<file path="config.mk">
export PLATFORM = sky130hd
export DESIGN_NAME = btb_update_queue
export DESIGN_NICKNAME = d
export VERILOG_FILES = /design/src/rtl/btb_update_queue.sv
export SDC_FILE = /design/constraint.sdc
export NUM_CORES = 1
export LEC_CHECK = 0
export CELL_PAD_IN_SITES_DETAIL_PLACEMENT = 0
export CELL_PAD_IN_SITES_GLOBAL_PLACEMENT = 1
export CORE_ASPECT_RATIO = 0.6
export CORE_MARGIN = 4
export CORE_UTILIZATION = 49
export CTS_BUF_LIST = sky130_fd_sc_hd__clkbuf_2
export DETAILED_ROUTE_END_ITERATION = 8
export PLACE_DENSITY_LB_ADDON = 0.1
export SYNTH_ARGS = -nofsm -noshare
export SYNTH_HDL_FRONTEND = slang
export SYNTH_SLANG_ARGS = --single-unit
export TNS_END_PERCENT = 50
</file>
<file path="constraint.sdc">
create_clock -name clock -period 7.1 [get_ports clock]
set_clock_uncertainty 0.05 [all_clocks]
set_input_delay 1.775 -clock clock [delete_from_list [all_inputs] [get_ports clock]]
set_output_delay 1.775 -clock clock [all_outputs]
set_load 0.005 [all_outputs]
</file>
<file path="src/rtl/btb_update_queue.sv">
// btb_update_queue: writer side of the branch target buffer.
// Buffers resolved taken branches (PC, target) in a small FIFO and drains at
// most one entry per cycle into the single BTB write port. An empty queue with
// no hold forwards the incoming pair straight to the output registers.
//
// Ports:
//   clock, reset         system clock; synchronous active-high reset
//   resolve_*_in         resolved branch from the resolve/commit stage
//   drain_hold_in        1 = nothing leaves the queue this cycle
//   btb_write_*_out      registered BTB write strobe / target (NPC) / branch PC (dest)
//   queue_full_out       registered count == QDEPTH
//   queue_empty_out      registered count == 0
//   drop_count_out       saturating count of pushes lost to a full queue
//
// Optional feature macro: BTBQ_COALESCE_EN -- a push whose PC matches the most
// recently stored entry (not being popped) overwrites that entry's target.
module btb_update_queue #(
   parameter int unsigned QDEPTH    = 4,
   parameter int unsigned QPTR_BITS = 2
) (
   input  logic        clock,
   input  logic        reset,
   input  logic        resolve_valid_in,
   input  logic        resolve_taken_in,
   input  logic [63:0] resolve_PC_in,
   input  logic [63:0] resolve_target_in,
   input  logic        drain_hold_in,
   output logic        btb_write_out,
   output logic [63:0] btb_write_NPC_out,
   output logic [63:0] btb_write_dest_out,
   output logic        queue_full_out,
   output logic        queue_empty_out,
   output logic [15:0] drop_count_out
);

   localparam logic [QPTR_BITS:0] CntFull = (QPTR_BITS + 1)'(QDEPTH);

   logic [QPTR_BITS:0]   count_q, count_d;
   logic [QPTR_BITS-1:0] head_q, head_d;
   logic [QPTR_BITS-1:0] tail_q, tail_d;
   logic [63:0]          mem_pc_q  [QDEPTH];
   logic [63:0]          mem_pc_d  [QDEPTH];
   logic [63:0]          mem_tgt_q [QDEPTH];
   logic [63:0]          mem_tgt_d [QDEPTH];
   logic                 write_q, write_d;
   logic [63:0]          npc_q, npc_d;
   logic [63:0]          dest_q, dest_d;
   logic [15:0]          drop_q, drop_d;

   logic push, pop, bypass, coalesce, store, drop;

`ifdef BTBQ_COALESCE_EN
   logic [QPTR_BITS-1:0] tail_prev;
   assign tail_prev = tail_q - QPTR_BITS'(1);
   // When count == 1 and popping, tail-1 is the head leaving this cycle.
   assign coalesce  = push && (count_q != '0) && (mem_pc_q[tail_prev] == resolve_PC_in) &&
                      !(pop && (count_q == (QPTR_BITS + 1)'(1)));
`else
   assign coalesce  = 1'b0;
`endif

   always_comb begin
      push   = resolve_valid_in & resolve_taken_in;
      pop    = (count_q != '0) & ~drain_hold_in;
      bypass = (count_q == '0) & push & ~drain_hold_in;
      store  = push & ~bypass & ~coalesce & ((count_q < CntFull) | pop);
      drop   = push & ~bypass & ~coalesce & ~store;

      count_d   = count_q;
      head_d    = head_q;
      tail_d    = tail_q;
      mem_pc_d  = mem_pc_q;
      mem_tgt_d = mem_tgt_q;
      write_d   = 1'b0;
      npc_d     = npc_q;
      dest_d    = dest_q;
      drop_d    = drop_q;

      if (pop) begin
         write_d = 1'b1;
         npc_d   = mem_tgt_q[head_q];
         dest_d  = mem_pc_q[head_q];
         head_d  = head_q + QPTR_BITS'(1);
      end else if (bypass) begin
         write_d = 1'b1;
         npc_d   = resolve_target_in;
         dest_d  = resolve_PC_in;
      end

      if (store) begin
         mem_pc_d[tail_q]  = resolve_PC_in;
         mem_tgt_d[tail_q] = resolve_target_in;
         tail_d            = tail_q + QPTR_BITS'(1);
      end

`ifdef BTBQ_COALESCE_EN
      if (coalesce) begin
         mem_tgt_d[tail_prev] = resolve_target_in;
      end
`endif

      if (store && !pop) begin
         count_d = count_q + (QPTR_BITS + 1)'(1);
      end else if (!store && pop) begin
         count_d = count_q - (QPTR_BITS + 1)'(1);
      end

      if (drop && (drop_q != 16'hFFFF)) begin
         drop_d = drop_q + 16'd1;
      end
   end

   always_ff @(posedge clock) begin
      if (reset) begin
         count_q <= '0;
         head_q  <= '0;
         tail_q  <= '0;
         write_q <= 1'b0;
         npc_q   <= 64'd0;
         dest_q  <= 64'd0;
         drop_q  <= 16'd0;
      end else begin
         count_q <= count_d;
         head_q  <= head_d;
         tail_q  <= tail_d;
         write_q <= write_d;
         npc_q   <= npc_d;
         dest_q  <= dest_d;
         drop_q  <= drop_d;
      end
   end

   // Entry storage is not reset; pointers and count make stale data unreachable.
   always_ff @(posedge clock) begin
      mem_pc_q  <= mem_pc_d;
      mem_tgt_q <= mem_tgt_d;
   end

   assign btb_write_out      = write_q;
   assign btb_write_NPC_out  = npc_q;
   assign btb_write_dest_out = dest_q;
   assign queue_full_out     = (count_q == CntFull);
   assign queue_empty_out    = (count_q == '0);
   assign drop_count_out     = drop_q;

endmodule

</file>
==> out/results.txt <==
vias in the first global route = 15080
Routed WL per cell = 21.14 um
pwr/cell area = 323.6 nW/um^2
Critical Path Start = count_q[2]$_SDFFE_PP0P_
layout cell share with drive strength beyond 1 = 0.1952
most frequent cell after synthesis = edfxtp_1
# setup viols final = 0
Antenna Nets Post-Route = 0
drt initial violations = 1075
syn avg cell area = 16.45 um^2
CTS-repair resized insts = 0
status = finished clean
Die X = 300.1 um
leakage = 0.009814 uW
Hold Startpoint = btb_write_dest_out[8]$_SDFFE_PP0P_
worst r2r src = count_q[2]$_SDFFE_PP0P_
Tmin final = 4.376 ns
die height = 183.2 um
Syn. warnings = 0
vias per inst = 5.491
FP Rows = 63
Total Nets Final = 2002
fin crit share = 0.6163
Num CTS Buffers = 148
Post-CTS Setup Inserts = 0
DR vias = 14640
Rel. slew slack = 0.2821
Yosys top cell by area = edfxtp_1
Crit Path Max Fanout = 8
total track usage = 0.2038
depth of the CTS H-tree = 4
Final Max Tran Viols = 0
# hold bufs at CTS = 0
WL final = 56.35 mm
async set-reset flop share out of synthesis = 0
Overflow after GRT = 0
Cells after DPL = 2394
wire length of the first global-routing pass = 86.68 mm
most instantiated cells after synthesis = 512 x edfxtp_1, 263 x nand2_1, 152 x dfxtp_1
WP data arrival = 2.55 ns
CTS max path bufs = 3
Final Hold Fails = 0
CP endpoint kind = output port
post-synth top area share = 0.6131
synthesized area = 25080 um^2
design area = 29840 um^2
post-synthesis cell type count = 41
Initial Utilization = 0.5018
Core ar. = 49980 um^2
syn nets = 1664
sequential share of the synthesized area = 0.7345
dpl cell area = 28480 um^2
area growth from synthesis to layout = 19.02%
synthesized instance count = 1524
Area contributors post-synth = edfxtp_1 61%, dfxtp_1 12%, mux4_2 11%
fillers = 3908
Die Footprint = 54980 um^2
I/O Pins = 280
initial antenna violation count = 3
Worst setup SP type = flop
synthesized flop and latch total = 664
final core occ = 0.5972
Tot Pwr = 9659 uW
CTS tree = done
drt drc = 0
fmax = 228.5 MHz
IO buf count = 279
Sink Count = 664
routability cong. = 0.7595
post-DP HPWL = 32.28 mm
Worst Hold Class = reg -> reg
Post-Layout Cell Count = 2666
WP data required = 5.28 ns
total iterations of the first detailed-routing run = 5
Crit Path Category = reg -> out
Setup TNS = 0 ns
pin count of the biggest net entering global routing = 169
top_reg_cell synth = edfxtp_1
MaxCap Viol Count = 0
CTS clk-pin slew, worst paths = 0.11 ns
RSZ-0062 raised after global routing = no
Root Driver = clkbuf_2
worst-margin pin slew = 1.070 ns
number of flops mapped to enable cells by yosys = 512
Skew-Pair Late Insertion Delay = 1.08 ns
worst vdd ir = 0.0002479 V
[placed cells by master, fill, tap and decap left out, types with 12 or more instances in the layout]
master           netlist  layout
clkinv_1               0      41
a21oi_1               13      12
buf_4                  2      13
clkdlybuf4s50_1        0     278
clkbuf_2               2     220
nand2_1              263     263
nor2_1               136     135
dfxtp_1              152     150
edfxtp_1             512     512
a311oi_1             128     128
mux4_2               128     128
[critical path: stages (launching register included)]
cell and delay (ns):
dfxtp_1 0.40, nor3_2 0.47, clkdlybuf4s50_1 0.61
[area by class of cell]
type	count	area, um^2	area share
Multi-Input combinational cell	746	6200	0.2077
Tap cell	682	853.3	0.02859
Clock inverter	51	257.7	0.008636
Timing Repair Buffer	296	2980	0.09986
Sequential cell	664	18430	0.6174
Antenna cell	1	2.502	0.00008385
Inverter	6	25.02	0.0008385
Clock buffer	220	1101	0.03689
[flip-flops by register name, summed over array words and instances, names as in the netlist]
signal	count
tail_q	2
head_q	2
mem_pc_q	256
btb_write_dest_out	64
mem_tgt_q	256
btb_write_NPC_out	64
drop_count_out	16
count_q	3
btb_write_out	1
[worst paths after layout]
kind                                        end  slack (ns)  depth (start not counted)
min reg2reg  btb_write_dest_out[8]$_SDFFE_PP0P_        0.45                          2
max                             queue_empty_out        2.72                          2
max reg2reg            mem_tgt_q[212]$_DFFE_PP_        3.81                          4
min          btb_write_dest_out[8]$_SDFFE_PP0P_        0.45                          2
[through the flow]
| stage | setup slack, ns | hold WS (ns) |
|---|---|---|
| 6_report | 2.724 | 0.4509 |
| 5_1_grt | 2.508 | 0.4738 |
| 4_1_cts | 2.537 | 0.4556 |
| 3_5_place_dp | 1.856 | 0.4370 |
| 3_3_place_gp | 1.944 | 0.4378 |
| 2_1_floorplan | 0.9927 | 0.4267 |
[power by group]
group          leakage (uW)  internal, uW  total, uW  switching (uW)
registers           0.00589          4540       4780             235
logic               0.00290          1210       2530            1320
clock network       0.00103           902       2350            1450
total               0.00981          6660       9660            3000
[routing by layer]
layer | global-route usage | part of all wire | vias up
met2 | 0.3357 | 0.50 | 433
met1 | 0.2740 | 0.43 | 7400
met4 | 0.05917 | 0.016 | 4
li1 | - | - | 6713
met3 | 0.04993 | 0.061 | 88
met5 | 0 | 0.00039 | -
[cell families after synthesis]
family	after synthesis	share of synthesized area
DFF	664	0.7345
and+or+nand+nor	441	0.07110
AOI/OAI and AO/OA	162	0.05329
muxes	131	0.1162
buffers and inverters	114	0.01946
adders and majority gates	7	0.003792
xor gates and xnor gates	5	0.001747
Note: power is estimated with default switching activity, not from simulation.
